<file path="src/rtl/photon_window_counter.sv">
// Photon window counter: synchronises the photon line, counts rising edges while the
// readout gate is high, and presents one registered result per window over valid/ready.
module photon_window_counter #(
    parameter int unsigned COUNT_WIDTH = 25,
    parameter int unsigned SYNC_STAGES = 2,
    parameter int unsigned THRESHOLD   = 4095
) (
    input  logic                   clk,
    input  logic                   reset,
    input  logic                   photon,
    input  logic                   gate,
    input  logic                   out_ready,
    input  logic                   err_clear,
    output logic [COUNT_WIDTH-1:0] out_count,
    output logic                   out_above,
    output logic                   out_sat,
    output logic                   out_valid,
    output logic                   overrun,
    output logic                   busy
);

    typedef enum logic {
        IDLE  = 1'b0,
        COUNT = 1'b1
    } state_e;

    localparam logic [COUNT_WIDTH-1:0] CNT_ONE  = COUNT_WIDTH'(1);
    localparam logic [COUNT_WIDTH-1:0] CNT_MAX  = '1;
    localparam logic [COUNT_WIDTH-1:0] CNT_THR  = COUNT_WIDTH'(THRESHOLD);

    // Photon synchroniser and edge detector
    logic [SYNC_STAGES-1:0] sync_q;
    logic                   edge_q;
    logic                   photon_s;
    logic                   photon_edge;

    assign photon_s    = sync_q[SYNC_STAGES-1];
    assign photon_edge = photon_s & ~edge_q;

    // NOTE: sequential state always uses non-blocking (<=) so every flop samples
    // the pre-edge value of its neighbours regardless of statement order.
    always_ff @(posedge clk or posedge reset) begin
        if (reset) begin
            sync_q <= '0;
            edge_q <= 1'b0;
        end else begin
            sync_q <= {sync_q[SYNC_STAGES-2:0], photon};
            edge_q <= photon_s;
        end
    end

    // Window FSM with its counter and saturation flag
    state_e                 state_q;
    logic [COUNT_WIDTH-1:0] cnt_q;
    logic                   sat_q;
    logic                   busy_q;

    always_ff @(posedge clk or posedge reset) begin
        if (reset) begin
            state_q <= IDLE;
            cnt_q   <= '0;
            sat_q   <= 1'b0;
            busy_q  <= 1'b0;
        end else begin
            case (state_q)
                IDLE: begin
                    if (gate) begin
                        state_q <= COUNT;
                        busy_q  <= 1'b1;
                        cnt_q   <= photon_edge ? CNT_ONE : '0;
                        sat_q   <= 1'b0;
                    end
                end
                COUNT: begin
                    if (!gate) begin
                        state_q <= IDLE;
                        busy_q  <= 1'b0;
                    end else if (photon_edge) begin
                        // sat marks that at least one edge was lost at all-ones
                        if (cnt_q == CNT_MAX) begin
                            sat_q <= 1'b1;
                        end else begin
                            cnt_q <= cnt_q + CNT_ONE;
                        end
                    end
                end
                default: begin
                    state_q <= IDLE;
                    busy_q  <= 1'b0;
                end
            endcase
        end
    end

    // Output register and overrun flag
    logic                   window_done;
    logic                   accept;
    logic                   load;
    logic                   drop;

    logic [COUNT_WIDTH-1:0] out_count_q, out_count_d;
    logic                   out_above_q, out_above_d;
    logic                   out_sat_q,   out_sat_d;
    logic                   out_valid_q, out_valid_d;
    logic                   overrun_q,   overrun_d;

    assign window_done = (state_q == COUNT) && !gate;
    assign accept      = out_valid_q && out_ready;
    assign load        = window_done && (!out_valid_q || out_ready);
    assign drop        = window_done && out_valid_q && !out_ready;

    // NOTE: every always_comb output gets a default first, so no path leaves a
    // signal unassigned and no latch is inferred.
    always_comb begin
        out_count_d = out_count_q;
        out_above_d = out_above_q;
        out_sat_d   = out_sat_q;
        out_valid_d = out_valid_q;
        overrun_d   = overrun_q;

        if (load) begin
            out_count_d = cnt_q;
            out_above_d = (cnt_q > CNT_THR);
            out_sat_d   = sat_q;
            out_valid_d = 1'b1;
        end else if (accept) begin
            out_valid_d = 1'b0;
        end

        if (drop) begin
            overrun_d = 1'b1;
        end else if (err_clear) begin
            overrun_d = 1'b0;
        end
    end

    always_ff @(posedge clk or posedge reset) begin
        if (reset) begin
            out_count_q <= '0;
            out_above_q <= 1'b0;
            out_sat_q   <= 1'b0;
            out_valid_q <= 1'b0;
            overrun_q   <= 1'b0;
        end else begin
            out_count_q <= out_count_d;
            out_above_q <= out_above_d;
            out_sat_q   <= out_sat_d;
            out_valid_q <= out_valid_d;
            overrun_q   <= overrun_d;
        end
    end

    assign out_count = out_count_q;
    assign out_above = out_above_q;
    assign out_sat   = out_sat_q;
    assign out_valid = out_valid_q;
    assign overrun   = overrun_q;
    assign busy      = busy_q;

endmodule

</file>
<file path="config.mk">
export PLATFORM = sky130hd
export DESIGN_NAME = photon_window_counter
export DESIGN_NICKNAME = d
export VERILOG_FILES = /design/src/rtl/photon_window_counter.sv
export SDC_FILE = /design/constraint.sdc
export NUM_CORES = 1
export LEC_CHECK = 0
export BUFFER_PORTS_ARGS = -buffer_cell sky130_fd_sc_hd__buf_2
export CAP_MARGIN = 25
export CORE_MARGIN = 1.5
export CORE_UTILIZATION = 55
export DETAILED_ROUTE_END_ITERATION = 16
export GPL_TIMING_DRIVEN = 0
export PLACE_DENSITY = 0.77
export SETUP_SLACK_MARGIN = 0.02
export SLEW_MARGIN = 20
export SYNTH_ARGS = -nofsm -noshare
export SYNTH_HDL_FRONTEND = slang
export SYNTH_SLANG_ARGS = --single-unit
</file>
<file path="constraint.sdc">
create_clock -name clk -period 2.4 [get_ports clk]
set_input_delay 0.48 -clock clk [delete_from_list [all_inputs] [get_ports clk]]
set_output_delay 0.48 -clock clk [all_outputs]
set_load 0.02 [all_outputs]
</file>
After elaboration in Yosys (flattened, before gate mapping)

Cells that the tools add are included.

Register bits: 60
Bits of input ports: 6
Output and inout port bits: 30
Logic and storage cells: 56

Add/subtract/negate cells: 1
Magnitude comparators: 1
Equality and inequality tests: 7
Mux-type cells: 19
Bitwise operators: 3
Reductions and logical operators: 14

Operator list:

| cell                    | number |
|---|---|
| $mux W25                | 4 |
| $pmux W25 S2            | 1 |
| $add A25 B1 Y25 const B | 1 |
| $eq A25 B25 Y1 const B  | 1 |
| $gt A25 B12 Y1 const B  | 1 |
| $mux W1                 | 12 |
| $ne A2 B2 Y1 const B    | 5 |
| $reduce_and A4 Y1       | 2 |
| $logic_and A1 B1 Y1     | 5 |
| $pmux W1 S2             | 2 |
| $reduce_bool A2 Y1      | 2 |
| $logic_not A1 Y1        | 3 |
| $ne A2 B1 Y1 const B    | 1 |
| $not A1 Y1              | 2 |
| $reduce_and A2 Y1       | 1 |
| $and A1 B1 Y1           | 1 |
| $logic_or A1 B1 Y1      | 1 |

Depth between registers and ports, before layout

Depth in word-level cells: 5
Gate-level depth with buffers: 9
Depth with buffers taken out: 7

Least setup slack after synthesis

OpenSTA, ideal clock, no wires.

Kind: flip-flop to flip-flop
Start point: register state_q
End point: register cnt_q[16]
Setup time: 82 ps
Data arrival time: 2034 ps
Required time: 2318 ps
Path slack: 284 ps
Stages on the path, launching flop included: 10
Path buffers: 3
Clock period less this slack: 2116 ps
Path through: dfrtp_1 -> inv_1 -> clkbuf_1 -> ha_1 -> or2_2 -> clkbuf_1 -> a2111oi_2 -> buf_2 -> o21ai_0 -> a31oi_1

Cells in the longest elaborated chain, start to end: 3
Elaborated cells on any way between the ends: 7
Classes of those cells: eq/ne (4); mux (1); bitwise (1); reduce/logical (1)

Ends and longest elaborated chain:

| element                            | line | source |
|---|---|---|
| start, declared                    | 53   | `state_e state_q;` |
| start signal, assigned             | 60   | `state_q <= IDLE;` |
| start signal, assigned             | 68   | `state_q <= COUNT;` |
| start signal, assigned             | 76   | `state_q <= IDLE;` |
| $not A1 Y1                         | --   |  |
| $ne A2 B2 Y1 (no source line)      | --   |  |
| $reduce_and A4 Y1 (no source line) | --   |  |
| end signal, assigned               | 70   | `cnt_q <= photon_edge ? CNT_ONE : '0;` |
| end signal, assigned               | 83   | `cnt_q <= cnt_q + CNT_ONE;` |
| end, declared                      | 54   | `logic [COUNT_WIDTH-1:0] cnt_q;` |

Several ways; a longest one is shown, not always the timed one.
A chain may end at the register's enable or synchronous reset.

Final worst setup path

Start point: register cnt_q[16]
End point: register cnt_q[22]

Cells in the longest elaborated chain, start to end: 5
Elaborated cells on any way between the ends: 8
Classes of those cells: add/sub (1); eq/ne (2); mux (4); reduce/logical (1)

Ends and longest elaborated chain:

| element         | line | source |
|---|---|---|
| $add A25 B1 Y25 | 83   |  |
| $mux W25        | 80   | `if (cnt_q == CNT_MAX) begin` |
| $mux W25        | 78   | `end else if (photon_edge) begin` |
| $mux W25        | 75   | `if (!gate) begin` |
| $pmux W25 S2    | 65   | `case (state_q)` |

Several ways; a longest one is shown, not always the timed one. The select of a mux whose other input is x is not followed.

==> flow_metrics.env <==
export IMPL_powerDensity_nw_per_um2=641
export IMPL_post_route_period_util=0.943
export IMPL_grt_start_max_net_pins=61
export IMPL_leakagePower_nw=1.71
export IMPL_cp_start_kind="flip-flop"
export IMPL_rows=26
export IMPL_drc=0
export IMPL_drt_first_pass_iters=7
export IMPL_first_global_vias=2379
export IMPL_critical_path_peak_fanout=10
export IMPL_grt_usage=0.254
export IMPL_syn_nets=296
export IMPL_htree_levels=3
export IMPL_clock_sinks=60
export IMPL_hold_buffers=0
export IMPL_seq_power_share=0.479
export IMPL_yosysWarnings=0
export IMPL_final_instance_count_excl_fill=412
export IMPL_fp_coreArea_um2=5200
export IMPL_ir_worst_vdd_v=0.000368
export IMPL_p_switching_w=0.000596
export IMPL_initial_core_util=0.579
export IMPL_synth_seq_cells=60
export IMPL_regArea_um2=1500
export IMPL_crit_family="simple AND/OR/NAND/NOR gates"
export IMPL_numCtsBuffers=9
export IMPL_cts_clk_slew_worst_paths_ns=0.06
export IMPL_synth_area_um2=3020
export IMPL_r2r_end="cnt_q[22]"
export IMPL_slowest_delay_ns=0.70
export IMPL_dp_hpwl_um=4770
export IMPL_vias_per_cell=6.12
export IMPL_rsz0062_at_grt="no"
export IMPL_grt_overflow_total=0
export IMPL_synthCells=287
export IMPL_ys_seq_area_frac=0.498
export IMPL_power_w=0.00228
export IMPL_worstRegToRegCells=5
export IMPL_multi_input_area_um2=1410
export IMPL_gp_congestion=0.900
export IMPL_worstHoldStart="photon"
export IMPL_clockBufferDepth=2
export IMPL_io_buffers=35
export IMPL_path_cells="clkbuf_1 > nand4_1 > nor4_1 > a31oi_1 > a221o_1"
export IMPL_cap_viol_max_count=0
export IMPL_ant_nets=0
export IMPL_p_int_w=0.00168
export IMPL_hold_violations=0
export IMPL_r2r_start="cnt_q[16]"
export IMPL_grt_pass1_wl_um=11500
export IMPL_die_height_um=77.0
export IMPL_worstSetupPathType="reg -> reg"
export IMPL_crit_required_ns=2.63
export IMPL_die_x_um=77.0
export IMPL_syn_mean_instance_area_um2=10.5
export IMPL_p_sw_frac=0.262
export IMPL_io_pin_count=36
export IMPL_antennaDiodeCount=0
export IMPL_drive_gt1_frac=0.310
export IMPL_dp_cells=392
export IMPL_max_freq_mhz=442
export IMPL_clk_latency_ns=0.35
export IMPL_setup_viol=0
export IMPL_synthToLayoutAreaGrowth_pct=17.7
export IMPL_critical_path_arrival_ns=2.49
export IMPL_status="complete, no violations"
export IMPL_dieArea_um2=5940
export IMPL_fillers=441
export IMPL_drtIter0Drc=191
export IMPL_whs_endpoint="sync_q[0]"
export IMPL_power_frac_clock=0.403
export IMPL_reg2reg_slack_ns=0.14
export IMPL_finalMaxSlewViolations=0
export IMPL_num_vias=2523
export IMPL_clock_skew_ns=0.00443
export IMPL_finalWirelength_um=7060
export IMPL_fin_crit_ns=2.26
export IMPL_ys_types=42
export IMPL_nets=346
export IMPL_cts_tree="yes"
export IMPL_wl_per_cell_um=17.1
export IMPL_crit_path_end_kind="flip-flop"
export IMPL_slowest_stage="nor4_1"
export IMPL_comb_power_share=0.117
export IMPL_antenna_found_initial=0
export IMPL_tightest_slew_ns=0.702
export IMPL_hold_path_depth=1
export IMPL_hp_class="in -> reg"
export IMPL_relSlewSlack=0.532
export IMPL_crit_buf_inv=1
export IMPL_utilization=0.682
export IMPL_cts_root_buf="clkbuf_8"
==> cell type report <==
type / instances / share of cell area
Multi-Input combinational cell: 200 / 0.396
Clock inverter: 5 / 0.0141
Buffer: 20 / 0.0331
Tap cell: 70 / 0.0247
Inverter: 6 / 0.00705
Clock buffer: 11 / 0.0427
Sequential cell: 60 / 0.423
Timing Repair Buffer: 40 / 0.0592
==> how the worst max path moves through the flow <==
stage                    from      endpoint  depth (start not counted)
finish              cnt_q[16]     cnt_q[22]                          5
global route          state_q     cnt_q[10]                          8
CTS                   state_q     cnt_q[10]                          9
detailed placement    state_q      cnt_q[7]                          9
global placement        reset  out_count[9]                          2
floorplan             state_q     cnt_q[16]                          9
==> sequential cells by signal, indices dropped and copies added, names as in the netlist <==
signal     flops
cnt_q         25
busy           1
state_q        1
out_valid      1
edge_q         1
out_count     25
overrun        1
out_above      1
sat_q          1
sync_q         2
out_sat        1
==> per-layer routing <==
metal | vias up | share of wire | GRT usage
met5 | - | 0 | 0
met4 | 0 | 0.018 | 0.140
li1 | 1192 | - | -
met2 | 112 | 0.47 | 0.400
met3 | 12 | 0.086 | 0.0417
met1 | 1207 | 0.43 | 0.336
==> power by group through the flow <==
stage | clock [W] | combinational [W] | sequential (W)
detailed placement | 0 | 0.000260 | 0.00111
floorplan | 0 | 0.000142 | 0.00114
finish | 0.000918 | 0.000267 | 0.00109
CTS | 0.000927 | 0.000262 | 0.00109
global route | 0.000966 | 0.000294 | 0.00110
global placement | 0 | 0.000250 | 0.00111
==> cells in the final DEF (no fill, tap or decap), types with 7 or more instances in the layout <==
cell,n
buf_2,40
dfrtp_1,60
mux2_2,26
nand3_1,9
a41o_1,7
nor3_1,8
a31oi_1,14
nand4_1,10
clkbuf_8,11
o21ai_0,8
and4_1,8
nor2_1,20
a21oi_1,20
nand2_1,20
==> cell families after synthesis <==
logic type	count (synthesis)	share of synthesized area
buffers and inverters	27	0.0427
adder cells (fa/ha/maj)	3	0.0124
flip-flops	60	0.498
multiplexers	28	0.104
AND/OR/NAND/NOR	99	0.180
AO/OA/AOI/OAI	70	0.163
==> synth_stat cells (all sizes together) <==
cell     count  area [um2]
a2111oi      4        60.1
a211o        3        26.3
a211oi       1        7.51
a21o         2        15.0
a21oi       21         105
a221o        2        20.0
a22o         2        17.5
a22oi        1        7.51
a311oi       1        8.76
a31oi       14        87.6
a41o         7        70.1
a41oi        1        8.76
and2         2        12.5
and3         6        42.5
and4        11         104
buf          9        61.3
clkbuf      12        45.0
dfrtp       60        1500
ha           3        37.5
inv          6        22.5
mux2        26         293
mux2i        2        20.0
nand2       20        75.1
nand2b       3        18.8
nand3        9        45.0
nand3b       1        7.51
nand4       10        62.6
nand4b       1        8.76
nor2        20        75.1
nor2b        1        6.26
nor3         8        40.0
nor4         5        31.3
o21a         1        7.51
o21ai        9        45.0
o22ai        1        6.26
or2          2        12.5
==> repair_timing <==
item                       4_1_cts  5_1_grt
setup buffers                    1        3
pin swaps                        0        2
cloned                           0        1
setup endpoints to repair       26       21
resized for setup                6       14
==> worst register-to-register path, stage by stage (launching register included) <==
cell and delay, ns:
dfrtp_1 0.32, clkbuf_1 0.37, nand4_1 0.32, nor4_1 0.70
a31oi_1 0.17, a221o_1 0.28
==> through the flow <==
step	worst slack (ns)	cell area (um2)	TNS (ns)	hold WS [ns]
2_1_floorplan	0.284	3020	0	0.331
3_3_place_gp	-0.244	3280	-17.41	0.334
3_5_place_dp	-0.257	3280	-3.73	0.346
4_1_cts	0.0127	3500	0	0.233
5_1_grt	0.0163	3550	0	0.234
6_report	0.137	3550	0	0.236
No activity file was read; power rests on OpenSTA's default activity.
